==> src/rtl/hazard_pkg.sv <==
// Shared types and defaults for the pipeline hazard controller.
//  state_t       : controller FSM state (IDLE, RUN, MISS)
//  hazard_ctrl_t : the six PC / pipeline-register control outputs bundled together
//  REG_AW, CNT_W : default register-address and perf-counter widths
package hazard_pkg;

  localparam int REG_AW = 5;
  localparam int CNT_W  = 16;

  typedef enum logic [1:0] {
    ST_IDLE = 2'd0,
    ST_RUN  = 2'd1,
    ST_MISS = 2'd2
  } state_t;

  typedef struct packed {
    logic pc_stall;
    logic pc_enable;
    logic ifid_write;
    logic ifid_flush;
    logic idex_bubble;
    logic pipe_stall;
  } hazard_ctrl_t;

  // Core held idle: PC frozen, IF/ID zeroed, NOP fed into ID/EX.
  localparam hazard_ctrl_t CTRL_IDLE = '{
    pc_stall: 1'b0, pc_enable: 1'b0, ifid_write: 1'b0,
    ifid_flush: 1'b1, idex_bubble: 1'b1, pipe_stall: 1'b0};

endpackage

==> src/rtl/pipeline_hazard_ctrl_sat_counter.sv <==
// Saturating up-counter used for the hazard perf counters.
//  clk_i : clock
//  rst_i : synchronous active-high clear
//  inc_i : add one this cycle (ignored once the count is all-ones)
//  cnt_o : current count
module sat_counter #(
  parameter int CNT_W = 16
) (
  input  logic             clk_i,
  input  logic             rst_i,
  input  logic             inc_i,
  output logic [CNT_W-1:0] cnt_o
);

  logic [CNT_W-1:0] r_cnt;

  always_ff @(posedge clk_i) begin
    if (rst_i) begin
      r_cnt <= '0;
    end else if (inc_i && (r_cnt != {CNT_W{1'b1}})) begin
      r_cnt <= r_cnt + 1'b1;
    end
  end

  assign cnt_o = r_cnt;

endmodule

==> src/rtl/pipeline_hazard_ctrl.sv <==
// Hazard controller for the 5-stage core: turns dcache-miss, taken-branch
// and load-use events into PC and IF/ID / ID/EX register controls, and
// counts each event in a saturating perf counter.
//  clk_i, rst_i        : clock, synchronous active-high reset
//  start_i             : core run enable (0 forces IDLE)
//  mem_stall_i         : dcache miss in progress
//  branch_taken_i      : branch in EX resolved taken
//  idex_memread_i      : ID/EX holds a load
//  idex_rt_i           : load destination register
//  ifid_rs_i/ifid_rt_i : IF/ID source registers
//  pc_stall_o, pc_enable_o, ifid_write_o, ifid_flush_o, idex_bubble_o,
//  pipe_stall_o        : PC / pipeline controls (combinational)
//  lu_cnt_o, flush_cnt_o, miss_cyc_o : perf counters
module pipeline_hazard_ctrl
  import hazard_pkg::*;
#(
  parameter int REG_AW = hazard_pkg::REG_AW,
  parameter int CNT_W  = hazard_pkg::CNT_W
) (
  input  logic              clk_i,
  input  logic              rst_i,
  input  logic              start_i,
  input  logic              mem_stall_i,
  input  logic              branch_taken_i,
  input  logic              idex_memread_i,
  input  logic [REG_AW-1:0] idex_rt_i,
  input  logic [REG_AW-1:0] ifid_rs_i,
  input  logic [REG_AW-1:0] ifid_rt_i,
  output logic              pc_stall_o,
  output logic              pc_enable_o,
  output logic              ifid_write_o,
  output logic              ifid_flush_o,
  output logic              idex_bubble_o,
  output logic              pipe_stall_o,
  output logic [CNT_W-1:0]  lu_cnt_o,
  output logic [CNT_W-1:0]  flush_cnt_o,
  output logic [CNT_W-1:0]  miss_cyc_o
);

  state_t       r_state;
  state_t       w_state_next;
  hazard_ctrl_t w_ctrl;
  logic         w_load_use;
  logic         w_rule_miss;
  logic         w_rule_branch;
  logic         w_rule_lu;
  logic [2:0]   w_inc;
  logic [CNT_W-1:0] w_cnt [3];

  // r0 is hard-wired zero, so a load "into" it never creates a dependency.
  assign w_load_use = idex_memread_i && (idex_rt_i != '0) &&
                      ((idex_rt_i == ifid_rs_i) || (idex_rt_i == ifid_rt_i));

  // Priority encoder: miss > branch > load-use > normal advance.
  always_comb begin
    w_ctrl        = CTRL_IDLE;
    w_rule_miss   = 1'b0;
    w_rule_branch = 1'b0;
    w_rule_lu     = 1'b0;
    if (r_state != ST_IDLE) begin
      if (mem_stall_i) begin
        // Everything frozen; branch / load-use get re-evaluated after the miss.
        w_rule_miss = 1'b1;
        w_ctrl      = '{pc_stall: 1'b1, pc_enable: 1'b0, ifid_write: 1'b0,
                        ifid_flush: 1'b0, idex_bubble: 1'b0, pipe_stall: 1'b1};
      end else if (branch_taken_i) begin
        w_rule_branch = 1'b1;
        w_ctrl        = '{pc_stall: 1'b0, pc_enable: 1'b1, ifid_write: 1'b1,
                          ifid_flush: 1'b1, idex_bubble: 1'b1, pipe_stall: 1'b0};
      end else if (w_load_use) begin
        w_rule_lu = 1'b1;
        w_ctrl    = '{pc_stall: 1'b0, pc_enable: 1'b0, ifid_write: 1'b0,
                      ifid_flush: 1'b0, idex_bubble: 1'b1, pipe_stall: 1'b0};
      end else begin
        w_ctrl = '{pc_stall: 1'b0, pc_enable: 1'b1, ifid_write: 1'b1,
                   ifid_flush: 1'b0, idex_bubble: 1'b0, pipe_stall: 1'b0};
      end
    end
  end

  always_comb begin
    w_state_next = r_state;
    if (!start_i) begin
      w_state_next = ST_IDLE;
    end else begin
      case (r_state)
        ST_IDLE: w_state_next = ST_RUN;
        ST_RUN:  w_state_next = mem_stall_i ? ST_MISS : ST_RUN;
        ST_MISS: w_state_next = mem_stall_i ? ST_MISS : ST_RUN;
        default: w_state_next = ST_IDLE;
      endcase
    end
  end

  always_ff @(posedge clk_i) begin
    if (rst_i) begin
      r_state <= ST_IDLE;
    end else begin
      r_state <= w_state_next;
    end
  end

  // Counter order: 0 = load-use, 1 = branch flush, 2 = miss cycles.
  assign w_inc = {3{start_i}} & {w_rule_miss, w_rule_branch, w_rule_lu};

  generate
    for (genvar gi = 0; gi < 3; gi++) begin : g_cnt
      sat_counter #(.CNT_W(CNT_W)) u_cnt (
        .clk_i (clk_i),
        .rst_i (rst_i),
        .inc_i (w_inc[gi]),
        .cnt_o (w_cnt[gi])
      );
    end
  endgenerate

  assign lu_cnt_o      = w_cnt[0];
  assign flush_cnt_o   = w_cnt[1];
  assign miss_cyc_o    = w_cnt[2];

  assign pc_stall_o    = w_ctrl.pc_stall;
  assign pc_enable_o   = w_ctrl.pc_enable;
  assign ifid_write_o  = w_ctrl.ifid_write;
  assign ifid_flush_o  = w_ctrl.ifid_flush;
  assign idex_bubble_o = w_ctrl.idex_bubble;
  assign pipe_stall_o  = w_ctrl.pipe_stall;

endmodule

==> config.mk <==
export PLATFORM = sky130hd
export DESIGN_NAME = pipeline_hazard_ctrl
export DESIGN_NICKNAME = d
export VERILOG_FILES = /design/src/rtl/hazard_pkg.sv /design/src/rtl/pipeline_hazard_ctrl_sat_counter.sv /design/src/rtl/pipeline_hazard_ctrl.sv
export SDC_FILE = /design/constraint.sdc
export NUM_CORES = 1
export LEC_CHECK = 0
export ABC_CLOCK_PERIOD_IN_PS = 4500
export BUFFER_PORTS_ARGS = -buffer_cell sky130_fd_sc_hd__buf_2
export CORE_MARGIN = 2
export CORE_UTILIZATION = 35
export CTS_CLUSTER_SIZE = 40
export DETAILED_ROUTE_END_ITERATION = 16
export HOLD_SLACK_MARGIN = 0.08
export PLACE_DENSITY = 0.56
export SLEW_MARGIN = 20
export SYNTH_ARGS = -nofsm -noshare
export SYNTH_HDL_FRONTEND = slang
export SYNTH_HIERARCHICAL = 1
export SYNTH_SLANG_ARGS = --single-unit
export TNS_END_PERCENT = 1
==> constraint.sdc <==
create_clock -name clk_i -period 4.5 [get_ports clk_i]
set_input_delay 0.45 -clock clk_i [delete_from_list [all_inputs] [get_ports clk_i]]
set_output_delay 0.45 -clock clk_i [all_outputs]
set_load 0.1 [all_outputs]
# ---- After elaboration in Yosys (flattened, before gate mapping)
# Cells that the tools add are included.
dict set report totals {
  ff_bits 50
  latch_bits 0
  ramBits 0
  rom_bits 0
  inputBits 21
  out_inout_bits 54
  word_cells 42
  mem_count 0
}
dict set report op_classes {
  addsub 3
  mul 0
  div_mod_pow 0
  n_lt_le_gt_ge 0
  n_eq_ne 7
  shifts 0
  n_mux 15
  n_bitwise 2
  n_reduce_logical 11
}
# operator count
set op_table {}
lappend op_table {{$add A16 B1 Y16 const B} 3}
lappend op_table {{$ne A16 B16 Y1 const B} 3}
lappend op_table {{$mux W6} 2}
lappend op_table {{$eq A5 B5 Y1} 2}
lappend op_table {{$mux W5} 2}
lappend op_table {{$mux W1} 9}
lappend op_table {{$logic_and A1 B1 Y1} 5}
lappend op_table {{$reduce_bool A5 Y1} 1}
lappend op_table {{$pmux W2 S2} 1}
lappend op_table {{$reduce_or A2 Y1} 2}
lappend op_table {{$and A3 B3 Y3} 1}
lappend op_table {{$eq A2 B1 Y1 const B} 1}
lappend op_table {{$eq A2 B2 Y1 const B} 1}
lappend op_table {{$logic_not A2 Y1} 1}
lappend op_table {{$mux W2} 1}
lappend op_table {{$reduce_bool A2 Y1} 1}
lappend op_table {{$logic_or A1 B1 Y1} 1}
lappend op_table {{$not A1 Y1} 1}

# ---- Longest topological paths before layout
# Gate-level depths: netlist of run 1.
dict set report depth {
  word_depth 9
  depth_mapped 9
}

# ---- Hierarchy
# The synthesis of run 1 kept the hierarchy.
# mod instances cells_each area_per_inst_um2
set by_module_without_submodules {}
lappend by_module_without_submodules {sat_counter 3 99 848.3}
lappend by_module_without_submodules {pipeline_hazard_ctrl 1 40 301.5}

# ---- Worst setup path before layout of run 1
# No wires, ideal clock.
dict set report synth_timing {
  path_kind {input port to output port}
  startpoint {in idex_rt_i[3]}
  endpoint {out idex_bubble_o}
  arrival_ps 3170
  required_time_ps 4050
  path_slack_ps 880
  stages 4
  path_buffers 0
  cell_sequence {xor2_1 nor3_1 a22oi_1 o31ai_1}
}
dict set report synth_between {
  elab_chain_len 7
}
# element line
set synth_lines {}
lappend synth_lines {{from (decl)} pipeline_hazard_ctrl.sv:26} ;# input logic [REG_AW-1:0] idex_rt_i,
lappend synth_lines {{$eq A5 B5 Y1 / $reduce_bool A5 Y1 (equally long branches)} {pipeline_hazard_ctrl.sv:52, pipeline_hazard_ctrl.sv:51}}
lappend synth_lines {{$logic_or A1 B1 Y1 / $logic_and A1 B1 Y1 (equally long branches)} {pipeline_hazard_ctrl.sv:52, pipeline_hazard_ctrl.sv:51}}
lappend synth_lines {{$logic_and A1 B1 Y1 (*)} pipeline_hazard_ctrl.sv:51} ;# assign w_load_use = idex_memread_i && (idex_rt_i != '0) &&
lappend synth_lines {{$mux W5 (*)} pipeline_hazard_ctrl.sv:70} ;# end else if (w_load_use) begin
lappend synth_lines {{$mux W5 (*)} pipeline_hazard_ctrl.sv:66} ;# end else if (branch_taken_i) begin
lappend synth_lines {{$mux W6 (*)} pipeline_hazard_ctrl.sv:61} ;# if (mem_stall_i) begin
lappend synth_lines {{$mux W6 (*)} pipeline_hazard_ctrl.sv:60} ;# if (r_state != ST_IDLE) begin
lappend synth_lines {{to (decl)} pipeline_hazard_ctrl.sv:33} ;# output logic idex_bubble_o,
# Mark *: on every way between the ends. The rest lies on a longest branch, timed or not.

# ---- Final worst setup path of run 1
dict set report layout_timing {
  startpoint {reg r_state[0]}
  endpoint {reg g_cnt[0].u_cnt.r_cnt[11]}
}
dict set report layout_between {
  elab_chain_len 4
}
# element line
set layout_lines {}
lappend layout_lines {{from (decl)} pipeline_hazard_ctrl.sv:40} ;# state_t r_state;
lappend layout_lines {{from (signal assigned)} pipeline_hazard_ctrl.sv:99} ;# r_state <= w_state_next;
lappend layout_lines {{$reduce_bool A2 Y1} pipeline_hazard_ctrl.sv:60}
lappend layout_lines {{$mux W1} pipeline_hazard_ctrl.sv:60}
lappend layout_lines {{$and A3 B3 Y3} pipeline_hazard_ctrl.sv:104} ;# assign w_inc = {3{start_i}} & {w_rule_miss, w_rule_branch, w_rule_lu};
lappend layout_lines {{via w_inc[0]} pipeline_hazard_ctrl.sv:47} ;# logic [2:0] w_inc;
lappend layout_lines {{$logic_and A1 B1 Y1} pipeline_hazard_ctrl_sat_counter.sv:20} ;# end else if (inc_i && (r_cnt != {CNT_W{1'b1}})) begin
lappend layout_lines {{to (signal assigned)} pipeline_hazard_ctrl_sat_counter.sv:21} ;# r_cnt <= r_cnt + 1'b1;
lappend layout_lines {{to (decl)} pipeline_hazard_ctrl_sat_counter.sv:15} ;# logic [CNT_W-1:0] r_cnt;
# The timed path passes the listed nets, and every way through them passes these cells.
# A chain may end at the register's enable or synchronous reset.

==> flow_summary.yaml, run 1 <==
setup_path:
  path_buf_inv: 1
  critPathTopFamily: "simple AND/OR/NAND/NOR gates"
  startpoint_type: "flip-flop"
  cpPeakStageDelay_ps: 770
  worst-path-max-fanout: 11
  critPathSlowestCell: "nor4_1"
  end_kind: "flip-flop"
  crit_arrival_ps: 3190
  reg2reg_to: "g_cnt[0].u_cnt/cnt_o[11]"
  crit_required_ps: 4700
  worst_path_most_repeated_cell: "nand2_1"
  critical_path.cell_chain: "inv_1, ha_1, nor2_1, nand2_1, nor4_1, nand2_1, nor4bb_1, mux2_2"
  critPathKind: "reg2reg"
  startpoint: "r_state[0]"
  ff2ff_setup_slack_ps: 1510
  rr_startpoint: "r_state[0]"
  rr_worst_depth: 8
min_path:
  whs_endpoint: "r_state[0]"
  holdPathStages: 2
  hp-class: "in2reg"
  worstHoldStart: "start_i"
sta:
  finClkSkew_ps: 9.553
  max_slew_margin: 0.3940
  layout_setup_ws_ps: 1510
  finalHoldViolations: 0
  rsz0062_at_grt: "no"
  final.period_utilization: 0.6644
  setup_viol: 0
  slew_viol_final: 0
  worst_pin_slew_ps: 900.8
  setup_tns_ps: 0
  finalCriticalPeriod_ps: 2990
  fmax_mhz: 334.4
power:
  p_per_area_mw_per_mm2: 230.6
  p_leak_uw: 0.001282
  ir_drop_mv: 0.1145
floorplanning:
  die_area_sq_mm: 0.008870
  rows: 32
  die_x_um: 94.18
  die_h_um: 94.18
  pin_count: 75
  start_util: 0.3646
  core_area_sq_mm: 0.007807
place:
  hpwl_um: 5038
  gp_congestion: 0.7743
  dp.cells: 500
  pre_cts_slack_ps: 1330
  io_buffers: 74
cells_and_area:
  syn2layout_area_growth_pct: 18.46
  drive_gt1_frac: 0.2370
  final_nets: 431
  layout_common_cells: "buf_2 (74), dfxtp_1 (50), a21oi_1 (32)"
  layout_commonest_cell: "buf_2"
  instances_no_fill: 507
  antenna_cells: 0
drt:
  drt_iter0_drc: 128
  avgViaCountPerCell: 5.637
  drcViolationCount: 0
  vias: 2858
  drt_wl_total_um: 6977
  ant_nets: 0
  wire_per_inst_um: 13.76
  drt_first_pass_iters: 4
global_routing:
  grt_usage: 0.1621
  antenna_found_initial: 0
  grt_max_degree: 33
  overflow: 0
  grt_pass1_vias: 2613
  grt_pass1_wl_um: 11850
run_status:
  outcome: "complete, no violations"
yosys:
  netlist_instances: 337
  synth_warnings: 6
  synth_fp_nets: 363
  synth_cell_type_count: 39
  avgSynthCellArea_sq_um: 8.447
  yosysSeqAreaShare: 0.3516
  syn_area_sq_mm: 0.002846
  ys_seq_elements: 50
clocking:
  cts_tree: "done"
  cts_buffer_depth: 2
  clkTransAtPathRegs_ps: 100
  clock-sinks: 50
  cts_resized: 0
  cts_setup_buffers: 0
  clock_latency_ps: 300
  ctsHoldBuffers: 0
  cts_max_level: 2
  cts_buffers: 5
  cts_root_buffer: "clkbuf_8"
flow_run:
  drv_cap: 0
cell usage after synthesis, drive strengths merged:
cell	number	area (sq um)
o311ai	3	26.28
or3	9	56.30
buf	8	41.28
nor3b	1	7.510
mux2	3	33.78
nor4bb	3	30.03
o21ai	13	68.82
dfxtp	50	1001
and4	9	78.83
nand3b	3	22.52
o41ai	3	26.28
a22oi	1	7.510
and3	4	25.02
inv	13	48.80
xor2	10	87.58
a21oi	32	160.2
or4	22	168.9
nand2	23	93.84
nor2b	6	37.54
mux2i	3	30.03
ha	5	62.56
clkbuf	6	22.52
o21a	3	22.52
nor4b	1	8.760
nor4	10	107.6
nor3	14	70.07
nand4	12	120.1
o31ai	19	142.6
nand3	18	90.09
xnor2	6	52.55
nor2	23	86.33
o31a	1	8.760
cell type report:
class	instances	area, sq um
clock buffer	5	68.82
clock inverter	2	15.01
multi-input combinational	260	1733
fill	813	4436
timing repair buffer	75	377.9
inverter	13	48.80
sequential	50	1001
tap	102	127.6
metrics by stage:
stage / util / cell area (sq um) / hold WS (ps) / power, uW
after detailed placement: 0.4212 / 3288 / 519.8 / 525.9
after CTS: 0.4319 / 3372 / 426.9 / 793.8
final: 0.4319 / 3372 / 442.6 / 777.7
after floorplan: - / 2846 / 526.1 / 505.3
after global placement: 0.4212 / 3288 / 503.5 / 525.2
after global routing: 0.4319 / 3372 / 432.3 / 815.5
worst register-to-register path: stages, from the launching register on:
cell	delay [ps]
dfxtp_1	350
inv_1	50
ha_1	240
nor2_1	190
nand2_1	80
nor4_1	770
nand2_1	450
nor4bb_1	410
mux2_2	370
registers in the layout (all words and copies together), names as in the netlist:
| register | flops |
|---|---|
| g_cnt.u_cnt/cnt_o | 48 |
| r_state | 2 |
metal layers:
layer	track usage	up-vias	part of all wire
met3	0.02568	6	0.034
met5	0	-	0
met4	0.04831	0	0.011
li1	-	1422	-
met1	0.2042	1371	0.47
met2	0.2833	59	0.48
power by group:
part / switching [uW] / leakage [uW] / internal [uW]
Combinational: 52.0 / 0.000843 / 18.2
Sequential: 1.22 / 0.000403 / 443
Clock: 156 / 0.0000362 / 107
Total: 209 / 0.00128 / 568
how the worst max path moves through the flow:
| stage | end | slack (ps) | cells past startpoint |
|---|---|---|---|
| after global placement | g_cnt[0].u_cnt/cnt_o[11] | 1450 | 8 |
| after floorplan | idex_bubble_o | 880 | 4 |
| after detailed placement | g_cnt[0].u_cnt/cnt_o[11] | 1330 | 8 |
| after CTS | g_cnt[0].u_cnt/cnt_o[11] | 1480 | 8 |
| final | g_cnt[0].u_cnt/cnt_o[11] | 1510 | 8 |
| after global routing | g_cnt[0].u_cnt/cnt_o[11] | 1170 | 8 |
logic make-up after synthesis:
family,Yosys count,synth area share
buffers and inverters,27,0.03956
xor gates and xnor gates,16,0.04923
AOI/OAI and AO/OA,75,0.1626
DFF,50,0.3516
muxes,6,0.02242
and+or+nand+nor,158,0.3525
adders and majority gates,5,0.02198
(Power assumes the default switching activity.)
==> inputs of run 2 (changes only) <==
--- a/config.mk
+++ b/config.mk
@@ -5,14 +5,14 @@
 export SDC_FILE = /design/constraint.sdc
 export NUM_CORES = 1
 export LEC_CHECK = 0
-export ABC_CLOCK_PERIOD_IN_PS = 4500
+export ABC_CLOCK_PERIOD_IN_PS = 2500
 export BUFFER_PORTS_ARGS = -buffer_cell sky130_fd_sc_hd__buf_2
 export CORE_MARGIN = 2
 export CORE_UTILIZATION = 35
 export CTS_CLUSTER_SIZE = 40
 export DETAILED_ROUTE_END_ITERATION = 16
 export HOLD_SLACK_MARGIN = 0.08
-export PLACE_DENSITY = 0.56
+export PLACE_DENSITY = 0.58
 export SLEW_MARGIN = 20
 export SYNTH_ARGS = -nofsm -noshare
 export SYNTH_HDL_FRONTEND = slang
==> constraint.sdc (replaced) <==
create_clock -name clk_i -period 2.5 [get_ports clk_i]
set_input_delay 0.25 -clock clk_i [delete_from_list [all_inputs] [get_ports clk_i]]
set_output_delay 0.25 -clock clk_i [all_outputs]
set_load 0.1 [all_outputs]
==> flow_summary.yaml, run 2 (synthesis gave the netlist of run 1 again) <==
clocking:
  cts_setup_buffers: 0
  cts_resized: 0
  cts_buffers: 5
  cts_tree: "done"
  cts_root_buffer: "clkbuf_8"
  ctsHoldBuffers: 0
  cts_buffer_depth: 2
  clkTransAtPathRegs_ps: 90
  clock-sinks: 50
  clock_latency_ps: 300
  cts_max_level: 2
cells_and_area:
  final_nets: 438
  antenna_cells: 0
  drive_gt1_frac: 0.2542
  layout_commonest_cell: "buf_2"
  largest_reg_flops: 48
  fin_util: 0.4405
  final_area_sq_mm: 0.003440
  syn2layout_area_growth_pct: 20.84
  layout_common_cells: "buf_2 (74), dfxtp_1 (50), a21oi_1 (32)"
global_routing:
  grt_max_degree: 40
  grt_pass1_vias: 2576
  grt_pass1_wl_um: 11670
  grt_usage: 0.1595
  antenna_found_initial: 0
  overflow: 0
power:
  cell_internal_pwr_uw: 1056
  p_seq_frac: 0.562
  clkPwrFrac: 0.347
  power.switching_uw: 367.5
  p_leak_uw: 0.001330
  ir_drop_mv: 0.2163
  sw_frac_of_total: 0.2581
  p_per_area_mw_per_mm2: 413.9
  p_comb_frac: 0.091
  total_power_uw: 1424
sta:
  worst_pin_slew_ps: 728.5
  finClkSkew_ps: 8.968
  finalHoldViolations: 0
  final.period_utilization: 0.8895
  setup_viol: 0
  fmax_mhz: 449.7
  rsz0062_at_grt: "no"
  finalCriticalPeriod_ps: 2224
  setup_tns_ps: 0
  max_slew_margin: 0.5144
  slew_viol_final: 0
place:
  io_buffers: 74
  gp_congestion: 0.7628
  hpwl_um: 5138
  place_area_sq_mm: 0.003346
floorplanning:
  die_x_um: 94.18
  pin_count: 75
  rows: 32
  die_area_sq_mm: 0.008870
  die_h_um: 94.18
  core_area_sq_mm: 0.007807
  start_util: 0.3646
drt:
  drt_first_pass_iters: 4
  drt_iter0_drc: 111
  drt_wl_total_um: 7012
  vias: 2808
  avgViaCountPerCell: 5.452
  drcViolationCount: 0
  ant_nets: 0
  wire_per_inst_um: 13.62
flow_run:
  drv_cap: 0
setup_path:
  crit_arrival_ps: 2420
  worst-path-max-fanout: 11
  cpPeakStageDelay_ps: 420
  crit_required_ps: 2690
  critPathSlowestCell: "nor4bb_1"
  end_kind: "flip-flop"
  critPathKind: "reg2reg"
  critical_path.cell_chain: "inv_1, ha_1, nor2_2, and3_1, nand2_1, nor4bb_1, mux2_2"
  startpoint_type: "flip-flop"
run_status:
  outcome: "complete, no violations"
min_path:
  hp-class: "in2reg"
==> run 2: changes by cell type in the layout (fill, tap and decap cells not counted) <==
cell	change
buf_4	+7
clkbuf_1	+1
clkbuf_8	+1
clkinv_2	+1
clkinvlp_4	-2
nor2_1	-1
nor2_2	+1
o31ai_1	-1
o31ai_2	+1
==> run 2: worst paths after layout <==
path,startpoint,slack (ps),cells after the start,to
setup / recovery,r_state[0],280,7,g_cnt[1].u_cnt/cnt_o[11]
setup reg to reg,r_state[0],280,7,g_cnt[1].u_cnt/cnt_o[11]
hold reg to reg,g_cnt[1].u_cnt/cnt_o[1],540,2,g_cnt[1].u_cnt/cnt_o[1]
hold / removal,start_i,240,3,r_state[1]
==> run 2: area by class of cell <==
| type | count | area, sq um |
|---|---|---|
| Clock buffer | 7 | 86.33 |
| Timing Repair Buffer | 82 | 430.4 |
| Fill cell | 837 | 4368 |
| Sequential cell | 50 | 1001 |
| Clock inverter | 1 | 5.005 |
| Tap cell | 102 | 127.6 |
| Multi-Input combinational cell | 260 | 1740 |
| Inverter | 13 | 48.80 |
==> run 2: critical path: cells and delay by family, from the launching register on <==
kind | cells | cell delay (ps)
muxes | 1 | 370
and+or+nand+nor | 4 | 1120
DFF | 1 | 340
adders and majority gates | 1 | 240
buffers and inverters | 1 | 40
==> run 2: layer usage <==
layer / global-route usage / share of wire / routed length (um)
met1: 0.2143 / 0.49 / 3450
met5: 0 / 0 / 0
met3: 0.02408 / 0.035 / 246
met4: 0.03986 / 0.0060 / 42
met2: 0.2673 / 0.47 / 3272
==> run 2: power groups by stage <==
| stage | Sequential (uW) | Combinational [uW] | Clock, uW |
|---|---|---|---|
| floorplan | 826 | 84.2 | 0 |
| global placement | 819 | 128 | 0 |
| detailed placement | 819 | 129 | 0 |
| CTS | 800 | 130 | 523 |
| global route | 801 | 141 | 557 |
| finish | 800 | 129 | 494 |
==> run 2: stage by stage <==
step | cells | hold slack [ps] | worst slack (ps)
final | 515 | 242.4 | 276.2
after global routing | 515 | 244.1 | 47.11
after CTS | 515 | 228.7 | 219.8
after detailed placement | 507 | 520.9 | 233.2
after global placement | 507 | 505.4 | 291.4
after floorplan | 337 | 326.1 | -111.8
